`src/rtl/xlr8_result_drain.sv`:
```
// Streams a captured DIM x DIM result matrix out over a valid/ready port, row-major.
// Define XLR8_DRAIN_ROWSUM_EN to append a wrapping row-sum word after every row.
module xlr8_result_drain #(
  parameter int DIM = 8,
  parameter int DW  = 16
) (
  input  logic                  clk,
  input  logic                  rst_n,
  input  logic                  done,
  input  logic [DIM*DIM*DW-1:0] c_flat,
  output logic                  out_valid,
  input  logic                  out_ready,
  output logic [DW-1:0]         out_data,
  output logic                  out_last,
  output logic                  busy,
  output logic                  overrun,
  input  logic                  clr_overrun,
  output logic [1:0]            dbg_state
);

  // Handshake: a word transfers on any rising edge where out_valid & out_ready;
  // while out_valid=1 and out_ready=0, out_data/out_last are held unchanged.

  localparam int IW = (DIM > 1) ? $clog2(DIM) : 1;
  localparam int EW = (DIM * DIM > 1) ? $clog2(DIM * DIM) : 1;
  localparam logic [IW-1:0] LAST_IDX = IW'(DIM - 1);

  typedef enum logic [1:0] {
    ST_IDLE  = 2'd0,
`ifdef XLR8_DRAIN_ROWSUM_EN
    ST_DRAIN = 2'd1,
    ST_SUM   = 2'd2
`else
    ST_DRAIN = 2'd1
`endif
  } state_e;

  state_e                  state_q, state_d;
  logic                    done_q;
  logic                    armed_q;
  logic [DIM*DIM*DW-1:0]   shadow_q, shadow_d;
  logic [IW-1:0]           row_q, row_d;
  logic [IW-1:0]           col_q, col_d;
  logic                    overrun_q, overrun_d;
  logic                    done_edge;
  logic                    drop;
  logic                    hs;
  logic [EW-1:0]           elem_idx;
  logic [DW-1:0]           elem;
`ifdef XLR8_DRAIN_ROWSUM_EN
  logic [DW-1:0]           sum_q, sum_d;
`endif

  // armed_q masks the first clock after reset so a done already high at
  // release only primes done_q instead of looking like a fresh edge.
  assign done_edge = done & ~done_q & armed_q;
  assign drop      = done_edge & (state_q != ST_IDLE);
  assign hs        = out_valid & out_ready;
  assign elem_idx  = EW'(row_q) * EW'(DIM) + EW'(col_q);
  assign elem      = shadow_q[elem_idx*DW +: DW];

  assign out_valid = (state_q != ST_IDLE);
  assign busy      = out_valid;
  assign overrun   = overrun_q;
  assign dbg_state = state_q;

  always_comb begin
    out_data = '0;
    out_last = 1'b0;
    case (state_q)
      ST_DRAIN: begin
        out_data = elem;
`ifdef XLR8_DRAIN_ROWSUM_EN
        out_last = 1'b0;
`else
        out_last = (row_q == LAST_IDX) && (col_q == LAST_IDX);
`endif
      end
`ifdef XLR8_DRAIN_ROWSUM_EN
      ST_SUM: begin
        out_data = sum_q;
        out_last = (row_q == LAST_IDX);
      end
`endif
      default: begin
        out_data = '0;
        out_last = 1'b0;
      end
    endcase
  end

  always_comb begin
    state_d   = state_q;
    shadow_d  = shadow_q;
    row_d     = row_q;
    col_d     = col_q;
    overrun_d = overrun_q;
`ifdef XLR8_DRAIN_ROWSUM_EN
    sum_d     = sum_q;
`endif
    case (state_q)
      ST_IDLE: begin
        if (done_edge) begin
          shadow_d = c_flat;
          row_d    = '0;
          col_d    = '0;
          state_d  = ST_DRAIN;
`ifdef XLR8_DRAIN_ROWSUM_EN
          sum_d    = '0;
`endif
        end
      end
      ST_DRAIN: begin
        if (hs) begin
`ifdef XLR8_DRAIN_ROWSUM_EN
          sum_d = sum_q + elem;
`endif
          if (col_q == LAST_IDX) begin
            col_d = '0;
`ifdef XLR8_DRAIN_ROWSUM_EN
            state_d = ST_SUM;
`else
            if (row_q == LAST_IDX) begin
              row_d   = '0;
              state_d = ST_IDLE;
            end else begin
              row_d = row_q + 1'b1;
            end
`endif
          end else begin
            col_d = col_q + 1'b1;
          end
        end
      end
`ifdef XLR8_DRAIN_ROWSUM_EN
      ST_SUM: begin
        if (hs) begin
          sum_d = '0;
          if (row_q == LAST_IDX) begin
            row_d   = '0;
            state_d = ST_IDLE;
          end else begin
            row_d   = row_q + 1'b1;
            state_d = ST_DRAIN;
          end
        end
      end
`endif
      default: state_d = ST_IDLE;
    endcase
    // A dropped edge beats a simultaneous clear.
    if (drop) begin
      overrun_d = 1'b1;
    end else if (clr_overrun) begin
      overrun_d = 1'b0;
    end
  end

  always_ff @(posedge clk or negedge rst_n) begin
    if (!rst_n) begin
      state_q   <= ST_IDLE;
      done_q    <= 1'b0;
      armed_q   <= 1'b0;
      shadow_q  <= '0;
      row_q     <= '0;
      col_q     <= '0;
      overrun_q <= 1'b0;
`ifdef XLR8_DRAIN_ROWSUM_EN
      sum_q     <= '0;
`endif
    end else begin
      state_q   <= state_d;
      done_q    <= done;
      armed_q   <= 1'b1;
      shadow_q  <= shadow_d;
      row_q     <= row_d;
      col_q     <= col_d;
      overrun_q <= overrun_d;
`ifdef XLR8_DRAIN_ROWSUM_EN
      sum_q     <= sum_d;
`endif
    end
  end

endmodule

```
`config.mk`:
```
export PLATFORM = sky130hd
export DESIGN_NAME = xlr8_result_drain
export DESIGN_NICKNAME = d
export VERILOG_FILES = /design/src/rtl/xlr8_result_drain.sv
export SDC_FILE = /design/constraint.sdc
export NUM_CORES = 2
export LEC_CHECK = 0
export ABC_AREA = 1
export ABC_CLOCK_PERIOD_IN_PS = 2100
export BUFFER_PORTS_ARGS = -buffer_cell sky130_fd_sc_hd__buf_2
export CORE_AREA = 2 2 406 408
export CTS_BUF_LIST = sky130_fd_sc_hd__clkbuf_8 sky130_fd_sc_hd__clkbuf_16
export CTS_CLUSTER_SIZE = 10
export DETAILED_ROUTE_END_ITERATION = 16
export DIE_AREA = 0 0 408 410
export PLACE_DENSITY = 0.54
export SLEW_MARGIN = 15
export SYNTH_ARGS = -nofsm -noshare
export SYNTH_HDL_FRONTEND = slang
export SYNTH_SLANG_ARGS = --single-unit
```
`constraint.sdc`:
```
create_clock -name clk -period 2.1 [get_ports clk]
set_input_delay 0.315 -clock clk [delete_from_list [all_inputs] [get_ports clk]]
set_output_delay 0.315 -clock clk [all_outputs]
set_load 0.03 [all_outputs]
```
==> results.md <==
- Status: finished, violations left
- Failing checks: negative setup slack
- Critical path data required time: 1.78 ns
- Total wire length: 263900 um
- DIE AREA: 167300 um^2
- Clk pin slew, worst setup/hold paths: 0.06 ns
- #FFs+latches synth: 1034
- Critical path class: register to primary output
- Placed Cells: 9915
- Worst vdd ir: 1.142 mV
- Initial Utilization: 30.24%
- Power Density: 1271 nW/um^2
- Most frequent cells in the layout: nand2_1 (4271), buf_2 (1031), dfrtp_1 (1030), dlygate4sd3_1 (1028), nand3_1 (559)
- Worst EP arrival: 3.21 ns
- Avg WL per Cell: 23.49 um
- Layout cells sized above 1: 23.08%
- Width of the die: 408 um
- Initial antenna violation count: 54
- Period minus WS final: 3.526 ns
- DP HPWL: 181100 um
- Clk_skew: 0.02986 ns
- GRT overflow: 0
- CTS buffer count: 121
- CP startpoint: col_q[0]
- Die Height: 410 um
- Vias: 56130
- First-pass GRT wire length: 376100 um
- Storage cell area: 25890 um^2
- Lkg Pwr: 40.45 nW
- Crit-path cells: buf_12 > buf_16 > clkinv_16 > buf_8 > nand2_1 > nand3_2 > nand3_4 > nand2_4 > nand2_2 > nand3_2 > nand3_4 > a21oi_4 > buf_6 > buf_12
- Fin. max-slew vios: 0
- Nets@finish: 9993
- Syn. warnings: 0
- Post-route ant nets: 0
- Tightest Pin Transition: 0.8092 ns
- Clk sinks: 1034
- Commonest non-fill, non-tap cell in the layout: nand2_1
- Core ar.: 163500 um^2
- Unique masters post-synth: 21
- I/O Pins: 1051
- Register area share after synthesis: 52.33%
- Area growth, synth to finish: 57.63%
- Area leader, netlist: dfrtp_1
- Crit path launch type: register
- RSZ-0062 raised after global routing: true
- Cell row count: 149
- Vias in the first global route: 55590
- Top cell type's share of synthesized area: 52.33%
- Fill cells: 15470
- CTS tree: yes
- RR Startpoint: col_q[0]
- PnR worst setup slack: -1.426 ns
- Max_cap viols: 0
- Largest net degree at the start of global routing: 138
- Fmax: 283.6 MHz
- Largest cells by area after synthesis: dfrtp_1 (52%), nand2_1 (33%), nand3_1 (8.8%)
- Non-Filler Instances: 11230
- Port bufs: 1049
- Drt pass-1 iters: 6
- Worst skew pair latency: 0.77 ns
- Crit path max fanout: 7
- Slew headroom: 46.05%
- Global Route Usage Sum: 30.66%
- H-tree level count: 3
- Crit path capture type: primary output
- Drc violations: 0
- Final setup viols: 20
- Mapped cell area: 49450 um^2
- Mean Syn Cell Area: 7.314 um^2
- CTS max path bufs: 3
- Multi-input gate area: 23640 um^2
- Final Hold Vio Count: 0
- Final Util: 47.68%
- Root buffer cell: clkbuf_16
- Crit-path slowest cell: dfrtp_4
- Period utilisation layout: 167.9%
- Design Power: 99.09 mW
- RD Place Congestion: 0.9495
- Reg2reg setup slack: -0.12 ns
- Worst hold path type: input pin to asynchronous set/reset pin
- Initial detailed-routing violation count: 6079
- Synth Instances: 6761
- Vias/cell: 4.998
- Syn_nets: 7794
- Critical Path Max Stage Delay: 0.51 ns
[final timing paths]
check | endpoint | depth (start not counted)
max | out_data[0] | 14
min | shadow_q[915] | 2
max reg2reg | row_q[2] | 12
min reg2reg | shadow_q[170] | 2
max in group asynchronous | shadow_q[448] | 4
min in group clk | shadow_q[465] | 4
[through the flow]
step | worst slack [ns] | hold WS [ns] | cell area, um^2 | TNS, ns
finish | -1.426 | 0.05463 | 77950 | -22.73
global route | -1.483 | 0.05135 | 77930 | -24.81
CTS | -1.448 | 0.04452 | 76810 | -23.51
detailed placement | -1.438 | 0.2231 | 59280 | -15.42
global placement | -1.453 | 0.2263 | 59280 | -15.48
floorplan | -0.0005291 | 0.01941 | 49500 | -0.001058
[Yosys cell counts]
cell type and n:
clkinv_1 1, inv_2 2, nand2_1 4360, buf_4 73, nand2_2 1, nand4_1 1
nor3_1 1, nor2_1 3, buf_1 18, ha_1 4, conb_1 2, o22ai_1 1
clkbuf_1 56, nand3_1 866, inv_8 1, o21ai_0 7, dfrtp_1 1034, inv_1 7
a21oi_1 17, buf_2 265, buf_6 41
[power by group]
group / switching (mW) / internal (mW) / total (mW)
Sequential: 4.12 / 26.0 / 30.1
Combinational: 29.0 / 20.1 / 49.1
Clock: 8.72 / 11.2 / 19.9
[sequential cells by signal (all words and copies together) (netlist names)]
| signal | count |
|---|---|
| done_q | 1 |
| armed_q | 1 |
| shadow_q | 1024 |
| row_q | 3 |
| dbg_state | 1 |
| overrun | 1 |
| col_q | 3 |
[what timing repair did]
item | CTS | global route
endpoints found under the setup margin | 19 | 20
gates resized for setup | 470 | 214
buffers inserted | 58 | 14
hold buffers | 1028 | 0
gates cloned | 36 | 2
endpoints found under the hold margin | 1638 | 0
pin swaps | 116 | 97
[critical path, delay by kind of cell, from the launching register on]
| family | cells | cell delay [ns] |
|---|---|---|
| buffers and inverters | 6 | 0.89 |
| DFF | 1 | 0.51 |
| AOI/OAI and AO/OA | 1 | 0.35 |
| and+or+nand+nor | 7 | 0.65 |
[cell families (layout without fill, tap and decap cells)]
logic type                 count (synthesis)  after routing  share of synthesized area, %
and+or+nand+nor                         5232           5232                         41.92
adders and majority gates                  4              4                        0.1012
buffers and inverters                    464           2718                         5.384
DFF                                     1034           1034                         52.33
AOI/OAI and AO/OA                         25             25                        0.2556
other                                      2             29                       0.01519
[metal layers]
metal  global-route usage (%)  vias to the layer above  share of wire, %
li1                         -                    25400                 -
met4                    18.33                       34               6.9
met2                    44.16                     2910                42
met3                    6.372                      811               8.1
met5                        0                        -             0.084
met1                    42.26                    26970                43
[cell type report]
cell class	count	area share, %
diodes	27	0.08668
clock buffers	139	4.217
clock inverters	39	0.3917
inverters	11	0.1188
multi-input cells	5263	30.32
flip-flops and latches	1034	33.21
well taps	2189	3.514
repair buffers	2522	27.89
repair inverters	7	0.2520
Power figures use the tool's default switching activity.
